--- config.mk ---
export PLATFORM = sky130hd
export DESIGN_NAME = output_argmax_judge
export DESIGN_NICKNAME = d
export VERILOG_FILES = /design/src/rtl/output_argmax_judge.sv
export SDC_FILE = /design/constraint.sdc
export NUM_CORES = 1
export LEC_CHECK = 0
export CAP_MARGIN = 20
export CORE_UTILIZATION = 40
export DETAILED_ROUTE_END_ITERATION = 10
export GPL_ROUTABILITY_DRIVEN = 0
export PLACE_DENSITY = 0.66
export SLEW_MARGIN = 10
export SYNTH_ARGS = -nofsm -noshare
export SYNTH_HDL_FRONTEND = slang
export SYNTH_SLANG_ARGS = --single-unit
--- constraint.sdc ---
create_clock -name iCLK -period 3.45 [get_ports iCLK]
set_clock_uncertainty 0.05 [all_clocks]
set_input_delay 0.69 -clock iCLK [delete_from_list [all_inputs] [get_ports iCLK]]
set_output_delay 0.69 -clock iCLK [all_outputs]
set_load 0.02 [all_outputs]
--- src/rtl/output_argmax_judge.sv ---
// Sequential argmax judge: joins an output vector with its label, scans one element
// per cycle, reports {correct, index}, keeps saturating accuracy counters.
// Optional best-minus-second margin output: define OUTPUT_ARGMAX_JUDGE_MARGIN_EN.
module output_argmax_judge #(
  parameter int NP   = 7,
  parameter int NC   = 6,
  parameter int WF   = 5,
  parameter int WCNT = 16,
  localparam int WO  = $clog2(NP) + WF,
  localparam int LW  = $clog2(NC)
) (
  input  logic               iCLK,
  input  logic               iRST,
  input  logic               iClear,
  input  logic               iValid_AS_Output,
  output logic               oReady_AS_Output,
  input  logic [NC*WO-1:0]   iData_AS_Output,
  input  logic               iValid_AS_Label,
  output logic               oReady_AS_Label,
  input  logic [LW-1:0]      iData_AS_Label,
  output logic               oValid_BM_Result,
  input  logic               iReady_BM_Result,
  output logic [LW:0]        oData_BM_Result,
  output logic [WCNT-1:0]    oCount_Total,
  output logic [WCNT-1:0]    oCount_Correct
`ifdef OUTPUT_ARGMAX_JUDGE_MARGIN_EN
  ,
  output logic [WO:0]        oData_BM_Margin
`endif
);

  typedef enum logic [1:0] {IDLE, SCAN, RESULT} state_t;

  state_t state, stateNext;

  logic [NC*WO-1:0]      vecReg;
  logic [LW-1:0]         labelReg;
  logic [LW-1:0]         bestIdx;
  logic signed [WO-1:0]  bestVal;
  logic [LW-1:0]         k;
  logic signed [WO-1:0]  elemK;
  logic                  accept;
  logic                  resultHs;
  logic                  lastElem;
  logic                  correctFlag;

  assign accept   = (state == IDLE) && iValid_AS_Output && iValid_AS_Label;
  assign resultHs = (state == RESULT) && iReady_BM_Result;
  assign lastElem = (k == LW'(NC - 1));
  assign elemK    = $signed(vecReg[int'(k)*WO +: WO]);
  // bestIdx never exceeds NC-1, so an out-of-range label can never match.
  assign correctFlag = (labelReg == bestIdx);

  // NOTE: sequential state uses non-blocking assignments so every register samples
  // pre-edge values; the comb processes use blocking assignments.
  always_ff @(posedge iCLK or posedge iRST) begin
    if (iRST) state <= IDLE;
    else      state <= stateNext;
  end

  always_comb begin
    stateNext = state;
    unique case (state)
      IDLE:   if (accept)   stateNext = SCAN;
      SCAN:   if (lastElem) stateNext = RESULT;
      RESULT: if (resultHs) stateNext = IDLE;
      default:              stateNext = IDLE;
    endcase
  end

`ifdef OUTPUT_ARGMAX_JUDGE_MARGIN_EN
  logic signed [WO-1:0] secondVal;
  logic [WO:0]          marginRaw;

  // best >= second always holds, so the sign-extended difference is non-negative.
  assign marginRaw = {bestVal[WO-1], bestVal} - {secondVal[WO-1], secondVal};
`endif

  // NOTE: every comb output gets a default first so no path leaves it unassigned
  // and no latch is inferred.
  always_comb begin
    oReady_AS_Output = 1'b0;
    oReady_AS_Label  = 1'b0;
    oValid_BM_Result = 1'b0;
    oData_BM_Result  = '0;
`ifdef OUTPUT_ARGMAX_JUDGE_MARGIN_EN
    oData_BM_Margin  = '0;
`endif
    if (accept) begin
      oReady_AS_Output = 1'b1;
      oReady_AS_Label  = 1'b1;
    end
    if (state == RESULT) begin
      oValid_BM_Result = 1'b1;
      oData_BM_Result  = {correctFlag, bestIdx};
`ifdef OUTPUT_ARGMAX_JUDGE_MARGIN_EN
      oData_BM_Margin  = marginRaw;
`endif
    end
  end

  always_ff @(posedge iCLK or posedge iRST) begin
    if (iRST) begin
      vecReg   <= '0;
      labelReg <= '0;
      bestIdx  <= '0;
      bestVal  <= '0;
      k        <= '0;
    end else if (accept) begin
      vecReg   <= iData_AS_Output;
      labelReg <= iData_AS_Label;
      bestIdx  <= '0;
      bestVal  <= $signed(iData_AS_Output[WO-1:0]);
      k        <= LW'(1);
    end else if (state == SCAN) begin
      // Strictly greater: ties keep the lowest index.
      if (elemK > bestVal) begin
        bestIdx <= k;
        bestVal <= elemK;
      end
      if (!lastElem) k <= k + LW'(1);
    end
  end

`ifdef OUTPUT_ARGMAX_JUDGE_MARGIN_EN
  always_ff @(posedge iCLK or posedge iRST) begin
    if (iRST) begin
      secondVal <= '0;
    end else if (accept) begin
      secondVal <= $signed(iData_AS_Output[WO-1:0]);
    end else if (state == SCAN) begin
      // At k==1 the runner-up is seeded unconditionally with whichever loses.
      if (elemK > bestVal)
        secondVal <= bestVal;
      else if ((k == LW'(1)) || (elemK > secondVal))
        secondVal <= elemK;
    end
  end
`endif

  always_ff @(posedge iCLK or posedge iRST) begin
    if (iRST) begin
      oCount_Total   <= '0;
      oCount_Correct <= '0;
    end else if (iClear) begin
      oCount_Total   <= '0;
      oCount_Correct <= '0;
    end else if (resultHs) begin
      if (oCount_Total != '1)                  oCount_Total   <= oCount_Total + WCNT'(1);
      if (correctFlag && oCount_Correct != '1) oCount_Correct <= oCount_Correct + WCNT'(1);
    end
  end

endmodule

After elaboration in Yosys (flattened, before gate mapping)
Cells that the tools add are included.
{ "word_totals": {"register_bits": 99, "wordCells": 60, "out_inout_bits": 39, "in_bits": 57} }
{ "op_classes": {"eq_ne": 10, "n_reduce_logical": 15, "n_lt_le_gt_ge": 1, "shift": 1, "mux": 22, "addsub": 3} }
{ "op_table": {"columns": ["operator", "count"], "rows": [
  ["$mux 16", 6],
  ["$shiftx 48x7->8", 1],
  ["$add 16x1->16 const B", 2],
  ["$ne 16x16->1 const B", 2],
  ["$mux 8", 3],
  ["$mux 3", 6],
  ["$reduce_bool 2->1", 5],
  ["$gt 8x8->1", 1],
  ["$ne 2x2->1 const B", 4],
  ["$reduce_and 2->1", 4],
  ["$mux 2", 3],
  ["$pmux 2 s3", 1],
  ["$logic_and 1x1->1", 4],
  ["$mux 4", 1],
  ["$add 3x1->3 const B", 1],
  ["$eq 3x3->1", 1],
  ["$eq 3x3->1 const B", 1],
  ["$reduce_and 3->1", 1],
  ["$eq 2x1->1 const B", 1],
  ["$eq 2x2->1 const B", 1],
  ["$logic_not 2->1", 1],
  ["$mux 1", 2]
]} }

Longest topological paths before layout
Gate-level depths: netlist (run 1).
{ "depth": {"depth_word": 5, "mapped_depth": 11, "mapped_depth_nobuf": 9} }

Worst setup path after synthesis (run 1)
OpenSTA, ideal clock, no wires.
{ "synth_timing": {"kind": "reg2reg", "from": "reg k[2]", "to": "reg bestVal[3]", "t_arrival_ps": 2758, "slack_ps": 504, "synth_period_minus_slack_ps": 2946, "stages_incl_launch_ff": 12, "required_time_ps": 3262, "n_path_buf": 2, "setup_time_ps": 138, "path_cell_list": "dfrtp_1 buf_4 buf_2 mux2i_1 nor2_1 a221o_1 ha_1 and4_4 a221o_1 o2111a_1 o21ai_0 o221ai_1"} }
{ "synth_via": {"elab_chain_len": 4, "elab_cells_between_ends": 7, "classes_between": "order compare (1); shift (1); mux (3); reduce/logical (2)"} }
{ "synth_lines": {"columns": ["element", "line_no", "text"], "rows": [
  ["start, declared", "40", "logic [LW-1:0] k;"],
  ["start signal, assigned", "121", "if (!lastElem) k <= k + LW'(1);"],
  ["$shiftx 48x7->8 *", "50", "assign elemK = $signed(vecReg[int'(k)*WO +: WO]);"],
  ["$gt 8x8->1 or $mux 8 (tied branches)", "117", "if (elemK > bestVal) begin"],
  ["$reduce_bool 2->1 (no source line) or $mux 8 (tied branches)", null, null],
  ["$reduce_and 2->1 (no source line) or $mux 8 (tied branches)", null, null],
  ["end signal, assigned", "113", "bestVal <= $signed(iData_AS_Output[WO-1:0]);"],
  ["end signal, assigned", "119", "bestVal <= elemK;"],
  ["end, declared", "39", "logic signed [WO-1:0] bestVal;"]
]} }
Every way passes the cells marked *; elsewhere a longest branch is shown, timed or not. The select of a mux whose other input is x is not followed.
A chain may end at the register's enable or synchronous reset.

Worst setup path after layout (run 1)
{ "layout_timing": {"from": "reg k[2]", "to": "reg bestVal[1]"} }
The elaborated chain is that of the path after synthesis.

==> metrics, run 1 <==
worst slew pin tran=0.717 ns; r2r endpoint=bestVal[1]; Warnings, synthesis=0; vias=4,150; worst-path cell chain=buf_4 > mux2i_1 > o2bb2ai_1 > a221o_1 > ha_1 > and4_4 > a221o_1 > o2111a_1 > o21ai_0 > o221ai_1; Post-synth EDFFs=0; Startpoint Class=register; share of layout cells above drive strength 1=0.0847; antenna cells=0; clk buf depth=2; H-tree levels=3; Worst setup EP type=register; reg2reg path depth=10; Routed Antenna Nets=0; status=complete, no violations; Initial DRC Count=303; Synth-to-Final Area Change=28.7%; hold_sp=vecReg[11]; Setup Crit Path Kind=register to register; VDD IR-drop max=0.000346 V; postcts setup bufs=0; fin area=6590 um2; Net Count, Synth=619; Hold Path End=vecReg[11]; clk_lat worst skew=0.34 ns; Die ar.=13,300 um2; required time worst endpoint=3.60 ns; unrepaired setup endpoints after global routing=false; area of the core=12,300 um2; Filler cells=1,149; post-CTS sizing=0; CTS Buf Count=9; total power=0.00480 W; r2r startpoint=k[2]; drt via density=5.08; DPL Wire Length=8660 um; CTS tree=done; Post-synth ARST share=1.00; most used cell, CP=a221o_1; max_slew headroom=0.522; power per cell area=728 nW/um2; Cell variety after synth=59; Worst-path clk slew=0.07 ns; final net count=713; row count=40; io pins=96; main flop type after synthesis=dfrtp_1; GRT Overall Usage=0.188; clk sink count=99; post-layout minimum cycle time=3.24 ns; Critical path origin=k[2]; # DRC=0; DP Area=6270 um2; # hold bufs at CTS=0; Pre-antenna DRT Iters=4; post-route setup TNS=0 ns; IO Port Bufs=95; total routed wirelength=11,800 um; Max Transition Viols Final=0; period utilisation layout=0.939; Die Span X=115 um; Leak=2.96 nW; starting density of the core=0.418; Final Hold Fails=0; hold depth=2; CP max-delay cell=dfrtp_1; final setup fails=0; Max stage delay on crit path=0.48 ns; flop2flop setup slack=0.21 ns; register area share after synthesis=0.484; drt wl/cell=14.4 um; gr ovfl total=0; Die H=115 um; number of global-route vias before repair=4,056; arrival time worst endpoint=3.39 ns; initial antenna violation count=0; CP Max Fanout=10; Post-Syn Instances=550; first-pass GRT wire length=19,600 um; Yosys reg bits=99; Root Driver=clkbuf_16; most frequent cells in the layout=156 x nand2_1, 99 x dfrtp_1, 95 x clkdlybuf4s50_1, 45 x nor2_1, 23 x o21ai_0; Peak Freq=0.309 GHz; Syn Area/Cell=9.31 um2; Worst Hold Class=register to register; area of the mapped netlist=5120 um2; commonest non-fill, non-tap cell in the layout=nand2_1; largest net degree at the start of global routing=69; Max-Cap Viols=0
## critical path, delay by kind of cell, from the launching register on
family	cells	cell delay [ns]
AO/OA/AOI/OAI	6	1.57
adder cells (fa/ha/maj)	1	0.34
buffers and inverters	1	0.21
flip-flops	1	0.48
multiplexers	1	0.26
AND/OR/NAND/NOR	1	0.18
## cell type report
type | instances | area [um2] | share of cell area
clock buffer | 10 | 229 | 0.0348
multi-input combinational | 405 | 2450 | 0.372
clock inverter | 6 | 88.8 | 0.0135
inverter | 20 | 77.6 | 0.0118
sequential | 99 | 2480 | 0.376
tap | 168 | 210 | 0.0319
timing repair buffer | 109 | 1060 | 0.160
## metrics by stage
stage	setup slack, ns	util	instances	hold WS [ns]
floorplan	0.120	-	550	0.395
global placement	0.405	0.511	801	0.412
finish	0.211	0.537	817	0.432
CTS	0.266	0.537	817	0.434
detailed placement	0.268	0.511	801	0.416
global route	0.0670	0.537	817	0.456
## routing by layer
layer  up-vias  track usage  wire [um]
met4         0       0.0433        114
met2       110        0.312       5580
met1      1971        0.252       5610
li1       2060            -          -
met5         -            0          0
met3         9       0.0401        494
## where the power goes
part           internal (W)  switching [W]
combinational      0.000829        0.00105
clock              0.000638       0.000439
sequential          0.00156       0.000282
## kinds of logic after synthesis
kind of cell / Yosys count / synth area share
AND/OR/NAND/NOR: 272 / 0.254
flip-flops: 99 / 0.484
AO/OA/AOI/OAI: 72 / 0.103
buffers and inverters: 46 / 0.0389
XOR/XNOR: 27 / 0.0462
multiplexers: 22 / 0.0447
adder cells (fa/ha/maj): 12 / 0.0293
## worst max-delay path by stage
stage	to	slack, ns
final	bestVal[1]	0.21
after global routing	bestVal[1]	0.07
after CTS	bestVal[1]	0.27
after detailed placement	bestVal[1]	0.27
after global placement	bestVal[1]	0.40
after floorplan	bestIdx[0]	0.12
## state kept, by name (all words and copies together) (netlist names)
signal	flops
oCount_Total	16
oCount_Correct	16
k	3
labelReg	3
bestVal	8
bestIdx	3
state	2
vecReg	48
## cells in the mapped netlist, types with 9 or more instances
cell / number / area (um2)
mux2i_1: 18 / 180
nor2_1: 45 / 169
dfrtp_1: 99 / 2480
o21ai_0: 23 / 115
nand2_1: 156 / 586
xor2_1: 10 / 87.6
nand3_1: 10 / 50.1
ha_1: 12 / 150
inv_1: 19 / 71.3
xnor2_1: 17 / 149
clkbuf_1: 16 / 60.1
a221o_1: 9 / 90.1
Power figures use the tool's default switching activity.
==> run 2: changes to the inputs <==
CTS_BUF_LIST = sky130_fd_sc_hd__clkbuf_4 sky130_fd_sc_hd__clkbuf_8 sky130_fd_sc_hd__clkbuf_16   (was not set)
==> run 2 against run 1 <==
Flip-flop and latch count stayed put; first-iteration DRC count is 5.0% lower; global-route usage stayed put; core utilization hardly changed; total power is 0.15% higher; die area stayed put; critical path depth stayed put; count of clock-buffer cells in the layout stayed put; routed wire length is 0.21% lower; register-to-register slack hardly changed; largest cell class unchanged; largest power group unchanged.
==> metrics, run 2 (synthesis gave the netlist of run 1 again) <==
Worst Hold Class=register to register (unchanged); Pre-antenna DRT Iters=4 (unchanged); clk_lat worst skew=0.34 ns (about the same); status=complete, no violations (unchanged); Routed Antenna Nets=0 (unchanged); required time worst endpoint=3.59 ns (was 3.60 ns); Initial DRC Count=288 (was 303); hold_sp=vecReg[11] (unchanged); reg2reg path depth=10 (unchanged); GRT Overall Usage=0.188 (unchanged); unrepaired setup endpoints after global routing=false (unchanged); total power=0.00480 W (about the same); CTS Buf Count=9 (unchanged); Hold Path End=vecReg[11] (unchanged); gr ovfl total=0 (unchanged); starting density of the core=0.418 (unchanged); Worst setup EP type=register (unchanged); Startpoint Class=register (unchanged); final net count=713 (unchanged); Max-Cap Viols=0 (unchanged); Max Transition Viols Final=0 (unchanged); share of layout cells above drive strength 1=0.0863 (was 0.0847); commonest non-fill, non-tap cell in the layout=nand2_1 (unchanged); Setup Crit Path Kind=register to register (unchanged); IO Port Bufs=95 (unchanged); area of the core=12,300 um2 (unchanged); biggest regs=vecReg x48, oCount_Correct x16, oCount_Total x16 (unchanged); flop2flop setup slack=0.21 ns (about the same); # hold bufs at CTS=0 (unchanged); number of global-route vias before repair=4,051 (was 4,056); io pins=96 (unchanged); most frequent cells in the layout=156 x nand2_1, 99 x dfrtp_1, 95 x clkdlybuf4s50_1, 45 x nor2_1, 23 x o21ai_0 (unchanged); initial antenna violation count=0 (unchanged); Min Hold Slack=0.432 ns (about the same); # DRC=0 (unchanged); VDD IR-drop max=0.000360 V (was 0.000346 V); vias=4,150 (unchanged); busiest grt layer=met2 (unchanged); post-layout minimum cycle time=3.24 ns (about the same); worst slew pin tran=0.716 ns (was 0.717 ns); M3 GR Usage=0.0401 (unchanged); period utilisation layout=0.940 (was 0.939); routing usage on met1=0.252 (unchanged); drt wl/cell=14.4 um (about the same); Die ar.=13,300 um2 (unchanged); post-CTS sizing=0 (unchanged); largest register by flop count=vecReg (unchanged); antenna cells=0 (unchanged); power per cell area=729 nW/um2 (was 728 nW/um2); Peak Freq=0.308 GHz (was 0.309 GHz); postcts setup bufs=0 (unchanged); CTS tree=done (unchanged); max_slew headroom=0.522 (about the same); Root Driver=clkbuf_16 (unchanged); CP Max Fanout=10 (unchanged); Die Span X=115 um (unchanged); number of flip-flops in the largest register=48 (unchanged); final setup fails=0 (unchanged); hold depth=2 (unchanged); largest net degree at the start of global routing=69 (unchanged); Die H=115 um (unchanged); r2r startpoint=k[2] (unchanged); Final Hold Fails=0 (unchanged); r2r endpoint=bestVal[1] (unchanged); first-pass GRT wire length=19,600 um (about the same); GR Util met2=0.312 (unchanged); arrival time worst endpoint=3.39 ns (about the same); Leak=2.96 nW (about the same); total routed wirelength=11,800 um (about the same); Worst-path clk slew=0.07 ns (about the same); DPL Wire Length=8660 um (unchanged); clk buf depth=2 (unchanged); drt via density=5.08 (unchanged); post-route setup TNS=0 ns (unchanged); Filler cells=1,149 (unchanged); H-tree levels=3 (unchanged); Core Util, Final=0.538 (was 0.537); Synth-to-Final Area Change=28.7% (about the same); clk sink count=99 (unchanged); row count=40 (unchanged)
==> run 2: how the worst max path moves through the flow <==
stage,startpoint,to,slack [ns],cells after the start
6_report,k[2],bestVal[1],0.21,10
5_1_grt,k[2],bestVal[1],0.07,10
4_1_cts,k[2],bestVal[1],0.27,10
3_5_place_dp,k[2],bestVal[1],0.27,10
3_3_place_gp,k[2],bestVal[1],0.40,10
2_1_floorplan,iRST,bestIdx[0],0.12,1
==> run 2: per-layer routing <==
metal | wire (um) | vias to the layer above
met4 | 148 | 0
met1 | 5580 | 1963
met2 | 5480 | 114
met3 | 562 | 12
li1 | - | 2061
met5 | 0 | -
==> run 2: worst max-delay path: stages (launching register included) <==
cell,delay (ns)
dfrtp_1,0.48
buf_4,0.21
mux2i_1,0.26
o2bb2ai_1,0.11
a221o_1,0.32
ha_1,0.34
and4_4,0.18
a221o_1,0.37
o2111a_1,0.36
o21ai_0,0.26
o221ai_1,0.15
==> run 2: metrics by stage <==
step           instances  setup slack, ns  cell area [um2]
2_1_floorplan        550            0.120             5120
3_3_place_gp         801            0.405             6270
3_5_place_dp         801            0.268             6270
4_1_cts              817            0.266             6590
5_1_grt              817           0.0665             6590
6_report             817            0.206             6590
==> run 2: layout make-up <==
type / instances / area, um2 / area share
flip-flops and latches: 99 / 2480 / 0.376
repair buffers: 109 / 1060 / 0.160
well taps: 168 / 210 / 0.0319
clock buffers: 10 / 233 / 0.0353
multi-input cells: 405 / 2450 / 0.371
inverters: 20 / 77.6 / 0.0118
clock inverters: 6 / 88.8 / 0.0135
==> run 2: report_power, final <==
group          internal, W  switching, W  leakage (nW)
Sequential         0.00156      0.000281          1.28
Clock             0.000645      0.000439         0.153
Combinational     0.000829       0.00105          1.53
